[config.mk]
export PLATFORM = sky130hd
export DESIGN_NAME = axi_rd_arbiter
export DESIGN_NICKNAME = d
export VERILOG_FILES = /design/src/rtl/axi_rd_arbiter.sv
export SDC_FILE = /design/constraint.sdc
export NUM_CORES = 1
export LEC_CHECK = 0
export BUFFER_PORTS_ARGS = -buffer_cell sky130_fd_sc_hd__buf_2
export CORE_AREA = 2 2 644 646
export DETAILED_ROUTE_END_ITERATION = 10
export DIE_AREA = 0 0 646 648
export MAX_ROUTING_LAYER = met4
export SYNTH_ARGS = -nofsm -noshare
export SYNTH_HDL_FRONTEND = slang
export SYNTH_SLANG_ARGS = --single-unit
[constraint.sdc]
create_clock -name clk -period 3.85 [get_ports clk]
set_clock_uncertainty 0.15 [all_clocks]
set_input_delay 0.385 -clock clk [delete_from_list [all_inputs] [get_ports clk]]
set_output_delay 0.385 -clock clk [all_outputs]
set_load 0.03 [all_outputs]
[src/rtl/axi_rd_arbiter.sv]
// Two-master read arbiter: Icache and Dcache prefetcher share one AXI read port, one transaction in flight.
// Tie-break is fixed D-priority by default; define ARB_RR_EN for round-robin against the last grant.
module axi_rd_arbiter #(
  parameter int ADDR_W = 32,
  parameter int DATA_W = 512
) (
  input  logic              clk,
  input  logic              resetn,
  input  logic              i_rd_req,
  input  logic [1:0]        i_rd_type,
  input  logic [ADDR_W-1:0] i_rd_addr,
  output logic              i_rd_rdy,
  output logic              i_ret_valid,
  output logic              i_ret_half,
  output logic [DATA_W-1:0] i_ret_data,
  input  logic              d_rd_req,
  input  logic [1:0]        d_rd_type,
  input  logic [ADDR_W-1:0] d_rd_addr,
  output logic              d_rd_rdy,
  output logic              d_ret_valid,
  output logic              d_ret_half,
  output logic [DATA_W-1:0] d_ret_data,
  output logic              axi_rd_req,
  output logic [1:0]        axi_rd_type,
  output logic [ADDR_W-1:0] axi_rd_addr,
  input  logic              axi_rd_rdy,
  input  logic              axi_ret_valid,
  input  logic              axi_ret_half,
  input  logic [DATA_W-1:0] axi_ret_data
);

  typedef enum logic [1:0] {S_IDLE, S_ISSUE, S_WAIT} state_e;
  typedef enum logic [1:0] {OWN_NONE, OWN_I, OWN_D} owner_e;

  state_e state_q, state_d;
  owner_e owner_q, owner_d;
  owner_e last_grant_q, last_grant_d;

  owner_e tie_pick;
  owner_e pick;
  owner_e sel;

  logic              fwd_req;
  logic [1:0]        fwd_type;
  logic [ADDR_W-1:0] fwd_addr;

  always_comb begin
`ifdef ARB_RR_EN
    tie_pick = (last_grant_q == OWN_I) ? OWN_D : OWN_I;
`else
    tie_pick = OWN_D;
`endif
    if (i_rd_req && d_rd_req) begin
      pick = tie_pick;
    end else if (d_rd_req) begin
      pick = OWN_D;
    end else if (i_rd_req) begin
      pick = OWN_I;
    end else begin
      pick = OWN_NONE;
    end
  end

  // Once the grant leaves IDLE it is frozen on owner_q until the bridge accepts.
  always_comb begin
    sel = OWN_NONE;
    if (state_q == S_IDLE) begin
      sel = pick;
    end else if (state_q == S_ISSUE) begin
      sel = owner_q;
    end
  end

  always_comb begin
    fwd_req  = 1'b0;
    fwd_type = 2'b00;
    fwd_addr = '0;
    if (sel == OWN_I) begin
      fwd_req  = i_rd_req;
      fwd_type = i_rd_type;
      fwd_addr = i_rd_addr;
    end else if (sel == OWN_D) begin
      fwd_req  = d_rd_req;
      fwd_type = d_rd_type;
      fwd_addr = d_rd_addr;
    end
  end

  always_comb begin
    state_d      = state_q;
    owner_d      = owner_q;
    last_grant_d = last_grant_q;
    axi_rd_req   = fwd_req;
    axi_rd_type  = fwd_type;
    axi_rd_addr  = fwd_addr;
    i_rd_rdy     = (sel == OWN_I) && axi_rd_rdy;
    d_rd_rdy     = (sel == OWN_D) && axi_rd_rdy;
    i_ret_valid  = 1'b0;
    i_ret_half   = 1'b0;
    i_ret_data   = '0;
    d_ret_valid  = 1'b0;
    d_ret_half   = 1'b0;
    d_ret_data   = '0;

    case (state_q)
      S_IDLE: begin
        if (pick != OWN_NONE) begin
          owner_d = pick;
          if (axi_rd_rdy) begin
            state_d      = S_WAIT;
            last_grant_d = pick;
          end else begin
            state_d = S_ISSUE;
          end
        end
      end
      S_ISSUE: begin
        if (fwd_req && axi_rd_rdy) begin
          state_d      = S_WAIT;
          last_grant_d = owner_q;
        end
      end
      S_WAIT: begin
        if (owner_q == OWN_I) begin
          i_ret_valid = axi_ret_valid;
          i_ret_half  = axi_ret_half;
          i_ret_data  = axi_ret_data;
        end else if (owner_q == OWN_D) begin
          d_ret_valid = axi_ret_valid;
          d_ret_half  = axi_ret_half;
          d_ret_data  = axi_ret_data;
        end
        if (axi_ret_valid) begin
          state_d = S_IDLE;
          owner_d = OWN_NONE;
        end
      end
      default: begin
        state_d = S_IDLE;
        owner_d = OWN_NONE;
      end
    endcase

    // Outputs are held quiet for the whole reset cycle so neither side sees a stray handshake.
    if (!resetn) begin
      axi_rd_req  = 1'b0;
      axi_rd_type = 2'b00;
      axi_rd_addr = '0;
      i_rd_rdy    = 1'b0;
      d_rd_rdy    = 1'b0;
      i_ret_valid = 1'b0;
      i_ret_half  = 1'b0;
      i_ret_data  = '0;
      d_ret_valid = 1'b0;
      d_ret_half  = 1'b0;
      d_ret_data  = '0;
    end
  end

  always_ff @(posedge clk) begin
    if (!resetn) begin
      state_q      <= S_IDLE;
      owner_q      <= OWN_NONE;
      last_grant_q <= OWN_I;
    end else begin
      state_q      <= state_d;
      owner_q      <= owner_d;
      last_grant_q <= last_grant_d;
    end
  end

endmodule

==> impl_metrics.tcl <==
set metrics [dict create \
    drive_above_1_share_pct 60.59 \
    crit_buf_inv 3 \
    yosysWarnings 0 \
    synthTopCellsByCount "1030 x and2_1, 93 x clkbuf_2, 34 x a22o_1, 12 x clkbuf_1, 10 x buf_6" \
    cp_data_required_time_ns 3.31 \
    synth-simple-area-share_pct 85.42 \
    crit_chain "nand3b_4, nor3b_4, buf_12, buf_4, and2_1, buf_2" \
    synth_cells 1223 \
    period_share_pct 82.66 \
    synth-edff-count 0 \
    worstMarginPinSlew_ns 0.7480 \
    worst_setup_path_start_kind "flop" \
    synth.avg_cell_area_um2 6.338 \
    clock_sinks 4 \
    drt-initial-drc-count 1262 \
    critPathTopFamily "buffers and inverters" \
    antenna_found_initial 438 \
    clk-insertion-delay-late_ns 0.22 \
    synth-compound-area-share_pct 4.988 \
    pwr_density_cell_nw_per_um2 60.30 \
    ys_seq_area_share_pct 1.033 \
    slew_headroom_pct 50.13 \
    cts_tree "done" \
    io_buffer_count 1651 \
    synth_cell_types 31 \
    grt_first_pass_wirelength_mm 457.0 \
    netlist_area_um2 7751 \
    routabilityCongestion 1.541 \
    path_class "flop to output pin" \
    root_buffer "clkbuf_16" \
    start_util_pct 1.882 \
    synth_top_area_share_pct 83.13 \
    synth.area.mux_share_pct 0 \
    drv_slew 0 \
    use_met2_pct 31.37 \
    vias 18070 \
    use_met3_pct 15.39 \
    dieArea_um2 418600 \
    place_area_um2 22780 \
    cp_slowest_cell "dfxtp_1" \
    max_freq_mhz 314.2 \
    cts-resized-gates 0 \
    fin_area_um2 23320 \
    rsz0062_at_grt "no" \
    area_growth_pct 200.9 \
    synth-main-ff-cell "dfxtp_1" \
    cts.path.max_buffers 2 \
    hpwl_mm 408.5 \
    row_count 236 \
    cts_hold_buf 0 \
    fin_crit_ns 3.183 \
    fill_cells 49240 \
    grt_util_all_layers_pct 19.93 \
    core_area_um2 411900 \
    ys_seq_elements 4 \
    grt-ovfl-total 0 \
    grt_pass1_vias 15590 \
    maxCapViolCount 0 \
    yosys.cell_count.top_type "and2_1" \
    cp_slowest_stage_delay_ns 0.52 \
    arrival_ns 2.65 \
    synthXorXnorAreaFrac_pct 0 \
    clk_pin_slew_ns 0.03 \
    critPathMaxFanout 35 \
    finalHoldViolations 0 \
    htree_levels 1 \
    met1_usage_pct 19.15 \
    seqCellArea_um2 80.08 \
    antenna_left 0 \
    setup_viol 0 \
    synth_top_family_by_area "simple AND/OR/NAND/NOR gates" \
    peakVddDrop_mv 0.2163 \
    dieWidth_um 646 \
    async_flop_share_pct 0 \
    firstDrtPassIters 5 \
    io_pins 1652 \
    grt_max_degree 130 \
    min_path_type "primary input to flop" \
    yosys.area_share.adder_pct 0 \
    grt.busiest_layer "met2" \
    drc 0 \
    status "finished, final reports clean" \
    fin_nets 3370 \
    cts_buffers 3 \
    viasPerCell 2.140 \
    fin_tns_setup_ns 0 \
    synth.largest_area_cell "and2_1" \
    leakagePower_nw 11.83 \
    yosys-top-cells-area "and2_1 83%, clkbuf_2 6.0%, a22o_1 3.8%, buf_6 1.5%, dfxtp_1 1.0%" \
    cts_setup_buffers 0 \
    routed_wl_mm 423.0 \
    die_y_um 648 \
    end_kind "output pin" \
    synth_nets 1810 \
    multi_input_area_um2 7023 \
    post_drt_wl_per_cell_um 50.11 \
]
per-layer routing:
metal	vias to the layer above	part of all wire (%)	wire, µm
met4	0	3.4	14320
li1	7018	-	-
met5	-	0	0
met2	2226	45	189200
met1	8025	34	144000
met3	798	18	75570
registers in the layout, summed over array words and instances (netlist names):
signal and flops:
owner_q 2, state_q 2
worst paths after layout:
| path | slack [ns] | cells after the start | to | start |
|---|---|---|---|---|
| setup / recovery | 0.67 | 6 | i_ret_data[27] | state_q[1] |
| hold / removal | 0.33 | 3 | owner_q[1] | d_rd_req |
| setup reg to reg | 2.33 | 3 | owner_q[0] | owner_q[0] |
| hold reg to reg | 0.58 | 2 | owner_q[1] | owner_q[1] |
tightest hold or removal path, delay by kind of cell:
kind	cells	cell delay, ns
AO/OA/AOI/OAI	1	0.07
buffers and inverters	1	0.14
AND/OR/NAND/NOR	1	0.06
cell usage in the layout (no fill, tap or decap):
cell       synthesis  routed
clkbuf_16          0       3
a31oi_1            1       1
buf_12             0      27
a311oi_1           1       1
a21oi_1            1       1
nor2b_1            1       1
or2b_1             1       1
nand2b_1           4       4
o21a_1             1       1
inv_1              2       2
nand3b_4           1       1
or3b_1             1       1
nand3b_1           3       3
buf_2              5    1638
nor4b_1            1       1
o31a_1             1       1
dfxtp_1            4       4
nor4bb_1           2       2
a21boi_0           1       1
a22o_1            34      34
nand2_1            2       2
o21bai_1           1       1
and2_1          1030    1030
buf_4              1      11
a21oi_4            0       2
nor2_1             2       2
o2111a_1           1       1
or2_2              1       1
diode_2            0     187
o32ai_1            1       1
nor3b_4            2       2
cell type report:
class                           count  share of cell area (%)
Clock buffer                        3                  0.3219
Antenna cell                      187                   2.006
Timing Repair Buffer             1676                   37.82
Tap cell                         5474                   29.37
Multi-Input combinational cell   1096                   30.11
Sequential cell                     4                  0.3433
Inverter                            2                 0.03219
cell families (layout without fill, tap and decap cells):
group,after synthesis,count (layout)
and+or+nand+nor,1051,1051
AOI/OAI and AO/OA,45,45
other,0,187
DFF,4,4
buffers and inverters,123,1681
power breakdown:
group | switching, mW | total, mW | leakage (nW) | internal [mW]
Combinational | 0.804 | 1.19 | 11.8 | 0.383
Clock | 0.0296 | 0.162 | 0.0381 | 0.133
Sequential | 0.0115 | 0.0575 | 0.0330 | 0.0460
per-stage QoR:
stage	power [mW]	util [%]	hold WS (ns)	std cells	setup WS, ns
2_1_floorplan	0.4611	-	0.3632	1223	1.737
6_report	1.406	5.662	0.3331	8442	0.6675
4_1_cts	1.442	5.549	0.3287	8255	0.5795
3_3_place_gp	1.239	5.530	0.4697	8252	0.8434
5_1_grt	1.494	5.656	0.3673	8432	0.5014
3_5_place_dp	1.275	5.530	0.5594	8252	0.7735
Power figures use the tool's default switching activity.
